[config.mk]
export PLATFORM = sky130hd
export DESIGN_NAME = srt2_div_ctrl_flat
export DESIGN_NICKNAME = d
export VERILOG_FILES = /design/src/rtl/srt2_div_ctrl_if.sv /design/src/rtl/srt2_div_ctrl.sv /design/src/flat_wrapper.sv
export SDC_FILE = /design/constraint.sdc
export NUM_CORES = 1
export LEC_CHECK = 0
export ABC_AREA = 1
export ABC_CLOCK_PERIOD_IN_PS = 2700
export CAP_MARGIN = 5
export CORE_MARGIN = 1.5
export CORE_UTILIZATION = 45
export DETAILED_ROUTE_END_ITERATION = 6
export PLACE_DENSITY = 0.77
export SLEW_MARGIN = 15
export SYNTH_ARGS = -nofsm -noshare
export SYNTH_HDL_FRONTEND = slang
export SYNTH_SLANG_ARGS = --single-unit
[constraint.sdc]
create_clock -name clk -period 2.7 [get_ports clk]
set_input_delay 0.54 -clock clk [delete_from_list [all_inputs] [get_ports clk]]
set_output_delay 0.54 -clock clk [all_outputs]
set_load 0.02 [all_outputs]
[src/rtl/srt2_div_ctrl_if.sv]
// Handshake and datapath-control bundle between the SRT radix-2 divider
// datapath (master side: status into the sequencer) and the sequencer.
interface srt2_div_ctrl_if;
  // Requests and datapath status toward the sequencer
  logic       start;
  logic       b_msb;
  logic       b_zero;
  logic [2:0] p_top;
  logic       p_sign;
  // Register controls back to the datapath
  logic       ld_all;
  logic       b_lshift;
  logic       pq_lshift;
  logic       q_shin;
  logic       qp_lshift;
  logic       qp_shin;
  logic       qp_cup;
  logic       add_en;
  logic       add_op;
  logic       q_conv;
  logic       p_rshift;
  logic       busy;
  logic       done;
  logic       err;
  logic [2:0] k_out;

  modport master (
    output start, b_msb, b_zero, p_top, p_sign,
    input  ld_all, b_lshift, pq_lshift, q_shin, qp_lshift, qp_shin, qp_cup,
           add_en, add_op, q_conv, p_rshift, busy, done, err, k_out
  );

  modport slave (
    input  start, b_msb, b_zero, p_top, p_sign,
    output ld_all, b_lshift, pq_lshift, q_shin, qp_lshift, qp_shin, qp_cup,
           add_en, add_op, q_conv, p_rshift, busy, done, err, k_out
  );
endinterface

[src/rtl/srt2_div_ctrl.sv]
// Control sequencer for the 8-bit SRT radix-2 divider: normalizes the divisor,
// selects 8 quotient digits from the top partial-remainder bits, applies the
// final sign correction, converts Q - Q' and denormalizes the remainder.
module srt2_div_ctrl (
  input  logic           clk,
  input  logic           rst_b,
  srt2_div_ctrl_if.slave bus
);

  typedef enum logic [2:0] {
    S_IDLE   = 3'd0,
    S_LOAD   = 3'd1,
    S_NORM   = 3'd2,
    S_ITER   = 3'd3,
    S_CORR   = 3'd4,
    S_CONV   = 3'd5,
    S_DENORM = 3'd6,
    S_DONE   = 3'd7
  } state_t;

  state_t     state_q, state_d;
  logic [2:0] cnt_q, cnt_d;
  logic [2:0] k_q, k_d;
  logic       err_q, err_d;

  logic ld_all, b_lshift, pq_lshift, q_shin, qp_lshift, qp_shin, qp_cup;
  logic add_en, add_op, q_conv, p_rshift;

  // State, digit counter, normalization count and error flag registers
  always_ff @(posedge clk or negedge rst_b) begin
    if (!rst_b) begin
      state_q <= S_IDLE;
      cnt_q   <= 3'd0;
      k_q     <= 3'd0;
      err_q   <= 1'b0;
    end else begin
      state_q <= state_d;
      cnt_q   <= cnt_d;
      k_q     <= k_d;
      err_q   <= err_d;
    end
  end

  // Next-state logic and combinational datapath controls
  always_comb begin
    state_d   = state_q;
    cnt_d     = cnt_q;
    k_d       = k_q;
    err_d     = err_q;
    ld_all    = 1'b0;
    b_lshift  = 1'b0;
    pq_lshift = 1'b0;
    q_shin    = 1'b0;
    qp_lshift = 1'b0;
    qp_shin   = 1'b0;
    qp_cup    = 1'b0;
    add_en    = 1'b0;
    add_op    = 1'b0;
    q_conv    = 1'b0;
    p_rshift  = 1'b0;
    case (state_q)
      S_IDLE: begin
        if (bus.start) begin
          state_d = S_LOAD;
          err_d   = 1'b0;
        end else begin
          state_d = S_IDLE;
        end
      end
      S_LOAD: begin
        ld_all  = 1'b1;
        cnt_d   = 3'd0;
        k_d     = 3'd0;
        state_d = S_NORM;
      end
      S_NORM: begin
        // A zero divisor never normalizes, so it must be caught before shifting
        if (bus.b_zero) begin
          err_d   = 1'b1;
          state_d = S_DONE;
        end else if (!bus.b_msb) begin
          b_lshift  = 1'b1;
          pq_lshift = 1'b1;
          q_shin    = 1'b0;
          k_d       = k_q + 3'd1;
        end else begin
          state_d = S_ITER;
        end
      end
      S_ITER: begin
        pq_lshift = 1'b1;
        qp_lshift = 1'b1;
        // Digit selection on the three bits that land in P[8:6] after the shift
        case (bus.p_top)
          3'b001, 3'b010, 3'b011: begin
            q_shin = 1'b1;
            add_en = 1'b1;
            add_op = 1'b1;
          end
          3'b100, 3'b101, 3'b110: begin
            qp_shin = 1'b1;
            add_en  = 1'b1;
            add_op  = 1'b0;
          end
          default: begin
            q_shin  = 1'b0;
            qp_shin = 1'b0;
          end
        endcase
        cnt_d = cnt_q + 3'd1;
        if (cnt_q == 3'd7) begin
          state_d = S_CORR;
        end else begin
          state_d = S_ITER;
        end
      end
      S_CORR: begin
        // Negative remainder: add B back and bump Q' so Q - Q' drops by one
        if (bus.p_sign) begin
          add_en = 1'b1;
          add_op = 1'b0;
          qp_cup = 1'b1;
        end else begin
          add_en = 1'b0;
        end
        state_d = S_CONV;
      end
      S_CONV: begin
        q_conv  = 1'b1;
        state_d = S_DENORM;
      end
      S_DENORM: begin
        if (k_q != 3'd0) begin
          p_rshift = 1'b1;
          k_d      = k_q - 3'd1;
        end else begin
          state_d = S_DONE;
        end
      end
      S_DONE: begin
        state_d = S_IDLE;
      end
      default: begin
        state_d = S_IDLE;
      end
    endcase
  end

  assign bus.ld_all    = ld_all;
  assign bus.b_lshift  = b_lshift;
  assign bus.pq_lshift = pq_lshift;
  assign bus.q_shin    = q_shin;
  assign bus.qp_lshift = qp_lshift;
  assign bus.qp_shin   = qp_shin;
  assign bus.qp_cup    = qp_cup;
  assign bus.add_en    = add_en;
  assign bus.add_op    = add_op;
  assign bus.q_conv    = q_conv;
  assign bus.p_rshift  = p_rshift;
  assign bus.busy      = (state_q != S_IDLE);
  assign bus.done      = (state_q == S_DONE);
  assign bus.err       = err_q;
  assign bus.k_out     = k_q;

endmodule

[src/flat_wrapper.sv]
// flat-port wrapper written by rule: the top's interface ports become plain ports
module srt2_div_ctrl_flat 
  (clk, rst_b, bus_start, bus_b_msb, bus_b_zero, bus_p_top, bus_p_sign, bus_ld_all, bus_b_lshift, bus_pq_lshift, bus_q_shin, bus_qp_lshift, bus_qp_shin, bus_qp_cup, bus_add_en, bus_add_op, bus_q_conv, bus_p_rshift, bus_busy, bus_done, bus_err, bus_k_out);
  srt2_div_ctrl_if bus_i ();
  input  logic clk;
  input  logic rst_b;
  input wire logic [$bits(bus_i.start)-1:0] bus_start;
  input wire logic [$bits(bus_i.b_msb)-1:0] bus_b_msb;
  input wire logic [$bits(bus_i.b_zero)-1:0] bus_b_zero;
  input wire logic [$bits(bus_i.p_top)-1:0] bus_p_top;
  input wire logic [$bits(bus_i.p_sign)-1:0] bus_p_sign;
  output wire logic [$bits(bus_i.ld_all)-1:0] bus_ld_all;
  output wire logic [$bits(bus_i.b_lshift)-1:0] bus_b_lshift;
  output wire logic [$bits(bus_i.pq_lshift)-1:0] bus_pq_lshift;
  output wire logic [$bits(bus_i.q_shin)-1:0] bus_q_shin;
  output wire logic [$bits(bus_i.qp_lshift)-1:0] bus_qp_lshift;
  output wire logic [$bits(bus_i.qp_shin)-1:0] bus_qp_shin;
  output wire logic [$bits(bus_i.qp_cup)-1:0] bus_qp_cup;
  output wire logic [$bits(bus_i.add_en)-1:0] bus_add_en;
  output wire logic [$bits(bus_i.add_op)-1:0] bus_add_op;
  output wire logic [$bits(bus_i.q_conv)-1:0] bus_q_conv;
  output wire logic [$bits(bus_i.p_rshift)-1:0] bus_p_rshift;
  output wire logic [$bits(bus_i.busy)-1:0] bus_busy;
  output wire logic [$bits(bus_i.done)-1:0] bus_done;
  output wire logic [$bits(bus_i.err)-1:0] bus_err;
  output wire logic [$bits(bus_i.k_out)-1:0] bus_k_out;
  assign bus_i.start = bus_start;
  assign bus_i.b_msb = bus_b_msb;
  assign bus_i.b_zero = bus_b_zero;
  assign bus_i.p_top = bus_p_top;
  assign bus_i.p_sign = bus_p_sign;
  assign bus_ld_all = bus_i.ld_all;
  assign bus_b_lshift = bus_i.b_lshift;
  assign bus_pq_lshift = bus_i.pq_lshift;
  assign bus_q_shin = bus_i.q_shin;
  assign bus_qp_lshift = bus_i.qp_lshift;
  assign bus_qp_shin = bus_i.qp_shin;
  assign bus_qp_cup = bus_i.qp_cup;
  assign bus_add_en = bus_i.add_en;
  assign bus_add_op = bus_i.add_op;
  assign bus_q_conv = bus_i.q_conv;
  assign bus_p_rshift = bus_i.p_rshift;
  assign bus_busy = bus_i.busy;
  assign bus_done = bus_i.done;
  assign bus_err = bus_i.err;
  assign bus_k_out = bus_i.k_out;
  srt2_div_ctrl u_core (.clk(clk), .rst_b(rst_b), .bus(bus_i));
endmodule
==> results.md <==
* Status: complete, no violations
* Setup slack after layout at 0.209 ns
* Clock Tree Buf Depth at 2
* Cells after Synth at 100
* Routed WL at 1.54 mm
* Post-CTS sizing at 0
* First-pass GRT wire length at 2.70 mm
* Post-route cell area at 1010 um2
* Post-synthesis compound-gate area fraction at 5.23%
* Final cell count without fillers at 143
* DIE HEIGHT at 43.0 um
* Clock sink count at 10
* Largest family of logic cells by synthesized area: simple AND/OR/NAND/NOR gates
* Clock transition at path regs at 0.07 ns
* Final Power at 1130 uW
* DR vias/cell at 4.94
* Pwr Density at 1130 nW/um2
* Area grow syn2layout at 40.1%
* Max-Cap Viols at 0
* CTS buffer count at 3
* Final nets at 140
* Place WS at 0.203 ns
* Row cnt at 14
* Core area at 1510 um2
* Static Leak at 0.000561 uW
* Hold buffers post-CTS at 0
* CTS tree: yes
* Layout cells sized above 1 at 15.7%
* Vias in the first global route at 652
* Clock root buffer: clkbuf_4
* Slew Limit Fails at 0
* Final setup viols at 0
* WP data arrival at 1.95 ns
* FF+latch count, synth at 10
* Clock latency on the worst-skew pair at 0.27 ns
* Post-CTS Setup Bufs at 0
* Mux share of post-synthesis cell area at 0%
* R2R cell count at 11
* Syn avg cell area at 7.18 um2
* I/O Buffers at 25
* Reg2reg start: u_core.state_q[0]$_DFFE_PN0P_
* Crit path required time at 2.16 ns
* Reg-to-reg setup timing slack at 1.21 ns
* Placed Area at 970 um2
* Critical path class: in2out
* Netlist area before placement at 718 um2
* Slew margin rel. at 68.5%
* Worst hold stages at 1
* Hpwl dp at 1.21 mm
* Synthesis Warnings at 0
* Gr usage total at 19.8%
* Period minus WS final at 2.49 ns
* Fin crit share at 92.3%
* Worst min-delay path endpoint: u_core.cnt_q[0]$_DFFE_PN0P_
* H-tree levels at 1
* Adder-Cell Fraction of Synth Area at 5.23%
* DIE AREA at 1840 um2
* Max frequency at 0.401 GHz
* Total grt overflow at 0
* Final hold vios at 0
* First-pass DRT Iterations at 4
* Worst vdd ir at 0.000551 V
* XOR/XNOR Fraction of Synth Area at 1.22%
* Startpoint Class: input port
* Placed Cells at 139
* GP Congestion at 0.732
* RSZ-0062 raised after global routing: no
* Hold path start: u_core.cnt_q[0]$_DFFE_PN0P_
* Fillcell total at 138
* Die width at 43.0 um
* Initial detailed-routing violation count at 11
* Mapped Nets at 112
* Post-Route Setup TNS at 0 ns
* Initial core utilization at 47.7%
* Cell variety after synth at 18
* Wire per inst at 10.8 um
* Antenna violations before repair at 0
* Crit path capture type: primary output
* Via count at 706
* Post-Synth Simple-Gate Area at 39.9%
* Min-delay worst type: reg2reg
* Pin count of the biggest net entering global routing at 11
* DRT antenna net count at 0
* Post-synthesis sequential area ratio at 34.8%
* I/O Pins at 26
* Clock Skew at 0.00129 ns
* Remaining DRCs at 0
* Diode count at 0
* Crit-path max FO at 3
* R2r endpoint: u_core.bus.k_out[2]$_DFFE_PN0P_
* Slew @ Worst Pin at 0.471 ns
## how the worst max path moves through the flow
stage	startpoint	end	cells after the start
after CTS	bus_b_zero	bus_pq_lshift	5
final	bus_b_zero	bus_pq_lshift	5
after detailed placement	bus_b_zero	bus_pq_lshift	5
after global placement	bus_b_zero	bus_pq_lshift	5
after floorplan	u_core.state_q[2]$_DFFE_PN0P_	bus_q_shin	7
after global routing	bus_p_top[1]	bus_add_en	6
## state kept, by name (all words and copies together), names as in the netlist
signal and flops:
u_core.bus.err 1, u_core.bus.k_out 3, u_core.cnt_q 3, u_core.state_q 3
## cell type report
class	instances	area, um2	share of cell area [%]
multi-input combinational	68	370	36.8
timing repair buffer	26	258	25.6
sequential	10	250	24.9
inverter	19	71.3	7.09
tap	16	20.0	1.99
clock buffer	4	36.3	3.61
## critical path: stages
cell,delay [ns]
clkdlybuf4s50_1,0.46
nor2_1,0.20
nand2_4,0.09
nand2_1,0.06
clkdlybuf4s50_1,0.60
## routing by layer
layer	vias up	global-route usage (%)	share of wire [%]
met5	-	0	0
met4	0	10.9	2.5
met3	5	5.53	5.1
met2	18	28.5	43
met1	318	26.6	49
li1	365	-	-
## placed cells by master (no fill, tap or decap), drive strengths merged
cell type,instances
clkdlybuf4s50,25
clkbuf,4
ha,3
o21ai,4
nor2,13
dfrtp,10
a21oi,2
nand3,13
nand2,30
buf,1
nand4,2
xor2,1
inv,19
## cells by family (layout without fill, tap and decap cells)
logic type / Yosys count / after routing
simple gates: 58 / 58
buf+inv: 22 / 49
flops: 10 / 10
compound gates: 6 / 6
fa+ha+maj: 3 / 3
xor+xnor: 1 / 1
## Yosys cell counts (all sizes together)
cell | number | area share [%]
nand3 | 13 | 12
dfrtp | 10 | 35
ha | 3 | 5.2
nand4 | 2 | 1.7
nand2 | 30 | 18
a21oi | 2 | 1.4
o21ai | 4 | 3.8
nor2 | 13 | 7.8
xor2 | 1 | 1.2
buf | 3 | 3.7
inv | 19 | 9.9
## per-stage QoR
step	util, %	hold WS, ns
3_3_place_gp	64.4	0.492
5_1_grt	66.8	0.519
4_1_cts	66.8	0.513
6_report	66.8	0.504
2_1_floorplan	-	0.244
3_5_place_dp	64.4	0.500
## power by group
part	switching [uW]	internal (uW)
sequential	75.9	215
clock	60.3	82.0
combinational	407	294
Power figures use the tool's default switching activity.
